`src/rtl/axis_result_fifo.sv`:
```
// axis_result_fifo
//
// Buffers results from an upstream adder that has no backpressure and presents them on an
// AXI-Stream master port. The upstream side is a bare strobe (valid_i/data_i). When the FIFO
// is full and no read completes on the same edge, the strobe is dropped. Each drop sets a
// sticky overflow flag and increments a saturating drop counter.
//
// Ports
//   clk            input   clock, all state updates on the rising edge
//   reset          input   asynchronous, active-low reset
//   valid_i        input   upstream strobe, data_i valid this cycle
//   data_i         input   [WIDTH:0] upstream sum
//   m_axis_tvalid  output  AXI-Stream valid, high while the FIFO holds data
//   m_axis_tdata   output  [WIDTH:0] AXI-Stream data, the entry at the read pointer
//   m_axis_tready  input   AXI-Stream downstream ready
//   ready_o        output  advisory "not full" indication
//   count_o        output  [$clog2(DEPTH):0] occupancy, 0..DEPTH
//   overflow_o     output  sticky, at least one strobe dropped since reset
//   drop_cnt_o     output  [DROP_W-1:0] number of dropped strobes, saturating

module axis_result_fifo #(
    parameter int unsigned WIDTH  = 4,
    parameter int unsigned DEPTH  = 4,
    parameter int unsigned DROP_W = 8
) (
    input  logic                       clk,
    input  logic                       reset,
    input  logic                       valid_i,
    input  logic [WIDTH:0]             data_i,
    output logic                       m_axis_tvalid,
    output logic [WIDTH:0]             m_axis_tdata,
    input  logic                       m_axis_tready,
    output logic                       ready_o,
    output logic [$clog2(DEPTH):0]     count_o,
    output logic                       overflow_o,
    output logic [DROP_W-1:0]          drop_cnt_o
);

    localparam int unsigned DW    = WIDTH + 1;
    localparam int unsigned PTR_W = $clog2(DEPTH);
    localparam int unsigned CNT_W = PTR_W + 1;

    localparam logic [CNT_W-1:0]  CNT_FULL = CNT_W'(DEPTH);
    localparam logic [DROP_W-1:0] DROP_MAX = {DROP_W{1'b1}};

    // Storage and bookkeeping state
    logic [DW-1:0]     mem_q [DEPTH];
    logic [DW-1:0]     mem_d [DEPTH];
    logic [PTR_W-1:0]  wr_ptr_q, wr_ptr_d;
    logic [PTR_W-1:0]  rd_ptr_q, rd_ptr_d;
    logic [CNT_W-1:0]  count_q, count_d;
    logic              overflow_q, overflow_d;
    logic [DROP_W-1:0] drop_cnt_q, drop_cnt_d;

    logic full;
    logic not_empty;
    logic rd_fire;
    logic wr_fire;
    logic drop;

    always_comb begin
        full      = (count_q == CNT_FULL);
        not_empty = (count_q != '0);
        // tvalid is derived purely from the occupancy register, so an empty FIFO never
        // reads, even when a strobe arrives on the same edge (no bypass path).
        rd_fire   = not_empty && m_axis_tready;
        // A full FIFO still accepts a strobe when a read frees the slot on the same edge.
        wr_fire   = valid_i && (!full || rd_fire);
        drop      = valid_i && full && !rd_fire;
    end

    // Next-state computation
    always_comb begin
        mem_d = mem_q;
        if (wr_fire) begin
            mem_d[wr_ptr_q] = data_i;
        end
    end

    always_comb begin
        wr_ptr_d = wr_ptr_q;
        rd_ptr_d = rd_ptr_q;
        // DEPTH is a power of two, so natural pointer overflow gives the DEPTH-1 -> 0 wrap.
        if (wr_fire) begin
            wr_ptr_d = wr_ptr_q + PTR_W'(1);
        end
        if (rd_fire) begin
            rd_ptr_d = rd_ptr_q + PTR_W'(1);
        end
    end

    always_comb begin
        count_d = count_q;
        unique case ({wr_fire, rd_fire})
            2'b10:   count_d = count_q + CNT_W'(1);
            2'b01:   count_d = count_q - CNT_W'(1);
            default: count_d = count_q;
        endcase
    end

    always_comb begin
        overflow_d = overflow_q;
        drop_cnt_d = drop_cnt_q;
        if (drop) begin
            overflow_d = 1'b1;
            if (drop_cnt_q != DROP_MAX) begin
                drop_cnt_d = drop_cnt_q + DROP_W'(1);
            end
        end
    end

    // State registers
    always_ff @(posedge clk or negedge reset) begin
        if (!reset) begin
            wr_ptr_q   <= '0;
            rd_ptr_q   <= '0;
            count_q    <= '0;
            overflow_q <= 1'b0;
            drop_cnt_q <= '0;
        end else begin
            wr_ptr_q   <= wr_ptr_d;
            rd_ptr_q   <= rd_ptr_d;
            count_q    <= count_d;
            overflow_q <= overflow_d;
            drop_cnt_q <= drop_cnt_d;
        end
    end

    // The data array is intentionally not reset; its contents are meaningless while empty.
    always_ff @(posedge clk) begin
        mem_q <= mem_d;
    end

    // Outputs, all driven from registers only
    always_comb begin
        m_axis_tvalid = not_empty;
        m_axis_tdata  = mem_q[rd_ptr_q];
        ready_o       = (count_q < CNT_FULL);
        count_o       = count_q;
        overflow_o    = overflow_q;
        drop_cnt_o    = drop_cnt_q;
    end

endmodule
```
`config.mk`:
```
export PLATFORM = sky130hd
export DESIGN_NAME = axis_result_fifo
export DESIGN_NICKNAME = d
export VERILOG_FILES = /design/src/rtl/axis_result_fifo.sv
export SDC_FILE = /design/constraint.sdc
export NUM_CORES = 1
export LEC_CHECK = 0
export ABC_AREA = 1
export BUFFER_PORTS_ARGS = -buffer_cell sky130_fd_sc_hd__buf_2
export CAP_MARGIN = 30
export CORE_ASPECT_RATIO = 0.5
export CORE_MARGIN = 3
export CORE_UTILIZATION = 45
export DETAILED_ROUTE_END_ITERATION = 8
export GPL_TIMING_DRIVEN = 0
export MAX_ROUTING_LAYER = met4
export PLACE_DENSITY = 0.66
export SYNTH_ARGS = -nofsm -noshare
export SYNTH_HDL_FRONTEND = slang
export SYNTH_SLANG_ARGS = --single-unit
```
`constraint.sdc`:
```
create_clock -name clk -period 4.75 [get_ports clk]
set_input_delay 0.95 -clock clk [delete_from_list [all_inputs] [get_ports clk]]
set_output_delay 0.95 -clock clk [all_outputs]
set_load 0.005 [all_outputs]
```
Word level (Yosys, flattened, before mapping)
Index checks and enable logic that the tools add are counted.
{"block": "classes", "addsub": 5, "order_cmp": 4, "n_eq_ne": 4, "mux": 7, "n_bitwise": 2, "reduce_logical": 11}
{"operator": "bitwise mux 20 bit", "count": 1}
{"operator": "2-to-1 mux 5 bit", "count": 3}
{"operator": "binary-select mux 5 bit (select 2 bit)", "count": 1}
{"operator": "demux 5 bit (select 2 bit)", "count": 1}
{"operator": "adder 8 x 1 -> 8 bit, second input constant", "count": 1}
{"operator": "inequality test 8 bit, second input constant", "count": 1}
{"operator": "greater-or-equal comparator 3 bit, second input constant", "count": 2}
{"operator": "NOT 2 -> 3 bit", "count": 2}
{"operator": "case mux 3 bit (2 select lines)", "count": 1}
{"operator": "logical AND 1 bit", "count": 5}
{"operator": "adder 2 x 1 -> 2 bit, second input constant", "count": 2}
{"operator": "adder 3 x 1 -> 3 bit, second input constant", "count": 1}
{"operator": "equality test 3 bit, second input constant", "count": 1}
{"operator": "less-than comparator 3 x 1 -> 1 bit, second input constant", "count": 1}
{"operator": "less-than comparator 3 bit, second input constant", "count": 1}
{"operator": "nonzero test 3 bit", "count": 1}
{"operator": "subtractor 3 x 1 -> 3 bit, second input constant", "count": 1}
{"operator": "equality test 2 x 1 -> 1 bit, second input constant", "count": 1}
{"operator": "equality test 2 bit, second input constant", "count": 1}
{"operator": "logical NOT 1 bit", "count": 2}
{"operator": "AND reduction 2 bit", "count": 1}
{"operator": "nonzero test 2 bit", "count": 1}
{"operator": "logical OR 1 bit", "count": 1}
{"block": "totals", "ff_bits": 36, "input_bits": 9, "out_inout_bits": 19, "elab_cells": 42}

Longest topological paths before layout
Gate-level depths: netlist of run 1.
{"block": "depth", "word_depth": 6, "ltp_mapped": 10, "depth_no_buf": 10}

Worst setup path after synthesis of run 1
OpenSTA, ideal clock, no wires.
{"block": "synth_path", "path_kind": "input -> register", "from": "input port m_axis_tready", "to": "register count_q[2] (netlist: count_o[2])", "setup_time_ns": 0.079, "t_arrival_ns": 2.335, "required_ns": 4.671, "setup_slack_ns": 2.336, "cell_stages": 9, "path_buffers": 0, "cell_sequence": "nor2_2 > nand2_1 > nand2_2 > ha_1 > inv_1 > fa_1 > or2_2 > nand2_1 > xor2_1"}
{"block": "synth_between", "elab_chain_len": 5, "word_cells_on_any_way": 7, "classes_between": "eq/ne: 2; mux: 1; reduce/logical: 4"}
{"element": "start, declared", "line_no": "32", "rtl": "input logic m_axis_tready,"}
{"element": "logical AND 1 bit (*)", "line_no": "66", "rtl": "rd_fire = not_empty && m_axis_tready;"}
{"element": "logical OR 1 bit", "line_no": "68", "rtl": "wr_fire = valid_i && (!full || rd_fire);"}
{"element": "logical AND 1 bit", "line_no": "68"}
{"element": "equality test 2 x 1 -> 1 bit / equality test 2 bit (equally long branches)", "line_no": "94", "rtl": "unique case ({wr_fire, rd_fire})"}
{"element": "case mux 3 bit (2 select lines) / nonzero test 2 bit (equally long branches)"}
{"element": "end signal, assigned", "line_no": "123", "rtl": "count_q <= count_d;"}
{"element": "end, declared", "line_no": "51", "rtl": "logic [CNT_W-1:0] count_q, count_d;"}
Mark *: on every way between the ends. The rest lies on a longest branch, timed or not.
A chain may end at the register's enable or synchronous reset.

Worst setup path after layout of run 1
Same ends and word-level chain as after synthesis.

==> impl_results.md, run 1 <==
* Die height at between 40 and 50 um
* Routed Antenna Nets at 0
* TritonCTS clock tree: built
* Post-Syn Instances at 174
* Nets@finish at roughly 220
* Layout area overhead at 18.18%
* CP Data Arrival Time at between 2 and 3 ns
* MaxCap Viol Count at 0
* Largest net degree at the start of global routing at 17
* Grt total ovfl at 0
* P per Cell Area at 545.8 nW/um2
* Slew Limit Fails at 0
* Die Wd at between 90 and 100 um
* Post-Syn Area at 1707 um2
* Post-CTS setup buffer count at 0
* Total Power at around 1100 uW
* Initial antenna violation count at 0
* Total Neg Setup Slack at 0 ns
* Final setup fails at 0
* Most common cell on crit path: nand2_1
* Slew margin rel. at 0.6314
* RSZ-0062 raised after global routing: no
* Post-Route Skew at 0.004640 ns
* WL final at around 3100 um
* CTS Buffer Depth at 2
* Critical Path Source Type: input pin
* Die Area at ~4600 um2
* Worst Path Buf+Inv at 2
* DRT iter0 DRCs at 31
* Vias post-DR at about 1200
* Worst Max-Slew Pin Slew at 0.5508 ns
* Drt drc at 0
* Drt pass-1 iters at 4
* Clock latency on the worst-skew pair at ~0.29 ns
* Yosys reg bits at 36
* Area of the multi-input gates at approximately 620 um2
* Syn Nets at 190
* Vias in the first global route at roughly 1200
* CP top delay family: simple AND/OR/NAND/NOR gates
* Setup ws final at ~2.4 ns
* Cts hold-fix bufs at 0
* Gr usage total at 0.1574
* Core area at between 3000 and 4000 um2
* First-pass GRT wire length at 5237 um
* Initial Util at 0.4837
* Filler cell count at 339
* GPL Wtd Cong at around 0.75
* Dpl ws at between 2 and 2.5 ns
* Slack of the worst reg-to-reg path at between 2 and 3 ns
* Io pins at 28
* Leak at ~0.0009 uW
* Wire length per cell at between 10 and 15 um
* Row Count at 15
* Share of layout cells above drive strength 1 at 0.2344
* Worst path required time at 4.96 ns
* Worst-path clk slew at 0.07 ns
* TritonCTS buffer count at 5
* Crit path max-delay cell type: fa_1
* Syn_area_per_cell at just under 10 um2
* Post-route clock period utilization at 0.4941
* Status: finished, final reports clean
* Final min period at about 2.3 ns
* Antenna cells at 0
* Dpl hpwl at 2150 um
* Seq/Total Area, Yosys at 0.5865
* Hold violation total from the final report at 0
* Port Buffers at 27
* Worst path max stage delay at 0.37 ns
* Clock Sinks at 36
* # H-tree levels at 2
* Worst-path cell chain: buf_2 -> nor2_2 -> nand2_1 -> nand2_2 -> ha_1 -> inv_1 -> fa_1 -> or2_2 -> nand2_1 -> xor2_1
* Worst Path Max Fanout at 8
* Crit Path Class: in2reg
* Max VDD drop at approximately 0.00031 V
* Post-synth cell types at 23
* Via-to-Cell Ratio at 4.738
* Worst setup EP type: flip-flop
* CTS root buffer: clkbuf_8
* Layout Utilization at 0.5716
* Hold WC Path Type: reg2reg
* Syn. warnings at 0
* Fmax at roughly 430 MHz
* PostCTS Resize Cnt at 0
* Reg area at ~1000 um2
[cells by family (layout without fill, tap and decap cells)]
group,Yosys count,after routing,share of synthesized area
buf+inv,22,57,0.04985
flops,36,36,0.5865
compound gates,20,20,0.06232
xor+xnor,6,6,0.03080
fa+ha+maj,7,7,0.05572
simple gates,83,83,0.2148
[synthesized netlist by cell type]
library cell	count	area (um2)
a21oi_1	2	10.01
buf_2	2	10.01
dfrtp_1	16	400.4
edfxtp_1	20	600.6
fa_1	1	20.02
ha_1	6	75.07
inv_1	19	71.32
inv_2	1	3.750
nand2_1	42	157.7
nand2_2	2	12.51
nand2_4	1	11.26
nand3_1	2	10.01
nand3_2	2	20.02
nand4_1	1	6.260
nor2_1	27	101.4
nor2_2	2	12.51
nor2_4	2	22.52
o21ai_0	12	60.06
o21ai_1	1	5.000
o22ai_1	5	31.28
or2_2	2	12.51
xnor2_1	3	26.28
xor2_1	3	26.28
[power by group]
group	internal, uW	switching, uW
sequential	414	58.2
clock	155	113
combinational	149	212
[registers in the layout, indices dropped and copies added, names as in the netlist]
| register | cells |
|---|---|
| overflow_o | 1 |
| mem_q | 20 |
| drop_cnt_o | 8 |
| count_o | 3 |
| rd_ptr_q | 2 |
| wr_ptr_q | 2 |
[metal layers]
| metal | part of all wire | routed length, um | track usage | up-vias |
|---|---|---|---|---|
| li1 | - | - | - | 631 |
| met1 | 0.46 | 1432 | 0.1848 | 577 |
| met2 | 0.48 | 1477 | 0.2455 | 18 |
| met3 | 0.034 | 104 | 0.05030 | 6 |
| met4 | 0.023 | 71 | 0.08029 | 0 |
| met5 | 0 | 0 | - | - |
[worst reg2reg max path, stage by stage (launching register included)]
cell     delay, ns
dfrtp_1       0.44
nor2_4        0.17
nand2_1       0.08
nand2_2       0.14
ha_1          0.16
inv_1         0.06
fa_1          0.37
or2_2         0.30
nand2_1       0.08
xor2_1        0.15
[placed cells by master, fill, tap and decap left out, drive strengths merged]
cell	instances
clkinv	1
ha	6
xnor2	3
nand2	45
nand4	1
clkinvlp	1
inv	20
buf	29
nand3	4
o21ai	13
bufinv	1
xor2	3
o22ai	5
dfrtp	16
or2	2
a21oi	2
edfxtp	20
fa	1
nor2	31
clkbuf	5
[final timing paths]
path,start,end,depth (start not counted)
setup / recovery,m_axis_tready,count_o[2],10
hold / removal,overflow_o,overflow_o,1
setup reg to reg,count_o[1],count_o[2],9
hold reg to reg,overflow_o,overflow_o,1
max in group asynchronous,reset,drop_cnt_o[5],1
min in group asynchronous,reset,rd_ptr_q[1],1
[cell type report]
class / instances / area share
clock buffers: 5 / 0.03412
plain buffers: 2 / 0.004963
multi-input cells: 116 / 0.3077
clock inverters: 3 / 0.02109
inverters: 20 / 0.03722
well taps: 51 / 0.03164
repair buffers: 27 / 0.06700
flip-flops and latches: 36 / 0.4963
[per-stage QoR]
stage	instance area, um2	hold slack, ns	cells
3_3_place_gp	1906	0.4482	252
2_1_floorplan	1707	0.4650	174
4_1_cts	2017	0.4689	260
6_report	2017	0.4615	260
3_5_place_dp	1906	0.4514	252
5_1_grt	2017	0.4933	260
No activity file was read; power rests on OpenSTA's default activity.
==> run 2, diff against run 1 <==
==> constraint.sdc (replaced) <==
create_clock -name clk -period 2.2 [get_ports clk]
set_input_delay 0.44 -clock clk [delete_from_list [all_inputs] [get_ports clk]]
set_output_delay 0.44 -clock clk [all_outputs]
set_load 0.005 [all_outputs]
==> impl_results.md, run 2 (same netlist as run 1, synthesis figures left out) <==
* MaxCap Viol Count at 0
* Drt drc at 0
* P per Cell Area at 1179 nW/um2
* Worst-path cell chain: nor2_4 -> nand2_1 -> nand2_2 -> ha_1 -> inv_1 -> fa_1 -> or2_2 -> nand2_1 -> xor2_1
* Reg with most FFs: mem_q
* Worst path max stage delay at 0.44 ns
* CP Data Arrival Time at between 2 and 2.5 ns
* Post-Route Skew at around 0.0051 ns
* Max VDD drop at roughly 0.00068 V
* Commonest non-fill, non-tap cells in the layout: 42 x nand2_1, 29 x buf_2, 27 x nor2_1
* First-pass GRT wire length at roughly 5200 um
* Slew Limit Fails at 0
* Initial Util at 0.4837
* Setup ws final at about 0.17 ns
* Leak at 0.0009033 uW
* Sequential fraction of design power at 0.429
* Critical Path Source Type: flip-flop
* Filler cell count at around 340
* Final setup fails at 0
* Worst Path Max Fanout at 8
* Grt total ovfl at 0
* Clock latency on the worst-skew pair at between 0.2 and 0.3 ns
* Largest net degree at the start of global routing at 17
* Reg area at about 1000 um2
* CTS root buffer: clkbuf_8
* Crit Path Class: reg2reg
* GPL Wtd Cong at between 0.7 and 0.8
* P_int at 1551 uW
* Initial antenna violation count at 0
* Cts hold-fix bufs at 0
* TritonCTS buffer count at 5
* Gr usage total at 0.1574
* Dpl ws at roughly 0.065 ns
* Drt pass-1 iters at 4
* Hold WC Path Type: in2async
* Vias post-DR at about 1200
* RSZ-0062 raised after global routing: no
* Core area at around 3500 um2
* Worst-path clk slew at 0.08 ns
* Routed Antenna Nets at 0
* Via-to-Cell Ratio at around 4.7
* Status: finished, final reports clean
* Post-route clock period utilization at 0.9209
* Clock Sinks at 36
* # H-tree levels at 2
* Sw Ratio at 0.3481
* Min Hold Slack at between 0.04 and 0.05 ns
* Worst path required time at around 2.4 ns
* Hold violation total from the final report at 0
* Most common cell on crit path: nand2_1
* Port Buffers at 27
* Row Count at 15
* Die Area at between 4000 and 5000 um2
* Die height at slightly below 50 um
* Cell Area, Placed at 1906 um2
* CTS Buffer Depth at 2
* Total Neg Setup Slack at 0 ns
* Nets@finish at between 200 and 250
* DRT iter0 DRCs at 29
* Logic pwr share at 0.328
* Commonest non-fill, non-tap cell in the layout: nand2_1
* Dpl hpwl at between 2000 and 2500 um
* TritonCTS clock tree: built
* Layout area overhead at 18.26%
* Io pins at 28
* Clock group share of total power at 0.243
* Crit path max-delay cell type: dfrtp_2
* Slew margin rel. at 0.6315
* Fmax at about 490 MHz
* Die Wd at just over 90 um
* Area of the multi-input gates at ~620 um2
* Antenna cells at 0
* Layout Utilization at 0.5720
* WL final at between 3000 and 4000 um
* Final Cell Area at about 2000 um2
* Worst Max-Slew Pin Slew at 0.5508 ns
* Wire length per cell at 11.88 um
* Final min period at a little over 2 ns
* Worst setup EP type: flip-flop
* Vias in the first global route at roughly 1200
* NetSw at about 830 uW
* Share of layout cells above drive strength 1 at 0.2392
* Max FFs per register at 20
-- run 2: cell type report --
| cell class | instances | area share |
|---|---|---|
| Sequential cell | 36 | 0.4966 |
| Multi-Input combinational cell | 116 | 0.3075 |
| Timing Repair Buffer | 27 | 0.06696 |
| Inverter | 20 | 0.03720 |
| Clock buffer | 5 | 0.03410 |
| Tap cell | 51 | 0.03162 |
| Clock inverter | 3 | 0.02108 |
| Buffer | 2 | 0.004960 |
-- run 2: layer usage --
| layer | GRT usage | vias up | part of all wire |
|---|---|---|---|
| met1 | 0.1848 | 579 | 0.46 |
| met5 | - | - | 0 |
| met3 | 0.05030 | 6 | 0.034 |
| met2 | 0.2455 | 18 | 0.48 |
| met4 | 0.08029 | 0 | 0.023 |
| li1 | - | 630 | - |
-- run 2: metrics by stage --
step | total power, uW | std cells
6_report | 2379 | 260
5_1_grt | 2580 | 260
4_1_cts | 2407 | 260
3_5_place_dp | 1822 | 252
3_3_place_gp | 1796 | 252
2_1_floorplan | 1525 | 174
-- run 2: final timing paths --
kind,startpoint,cells past startpoint,endpoint,slack [ns]
worst min-delay path,reset,1,rd_ptr_q[1],0.05
worst max register to register,count_o[1],9,count_o[2],0.17
max in group asynchronous,reset,1,count_o[1],1.87
worst min register to register,overflow_o,1,overflow_o,0.46
worst max-delay path,count_o[1],9,count_o[2],0.17
min in group clk,data_i[2],1,mem_q[12],0.36
-- run 2: power groups by stage --
stage	clock network (uW)	logic (uW)	registers, uW
after floorplan	0	510	1010
after global placement	0	771	1030
after detailed placement	0	791	1030
after CTS	592	797	1020
after global routing	624	911	1040
final	579	780	1020
-- run 2: worst max-delay path, delay by kind of cell, from the launching register on --
kind          cells  cell delay [ns]
xor+xnor          1             0.15
simple gates      5             0.75
buf+inv           1             0.06
flops             1             0.44
fa+ha+maj         2             0.53
-- run 2: what timing repair did --
action,in CTS,in global routing
endpoints found under the setup margin,0,1
buffers inserted,0,0
resized for setup,0,1
hold endpoints to repair,0,0
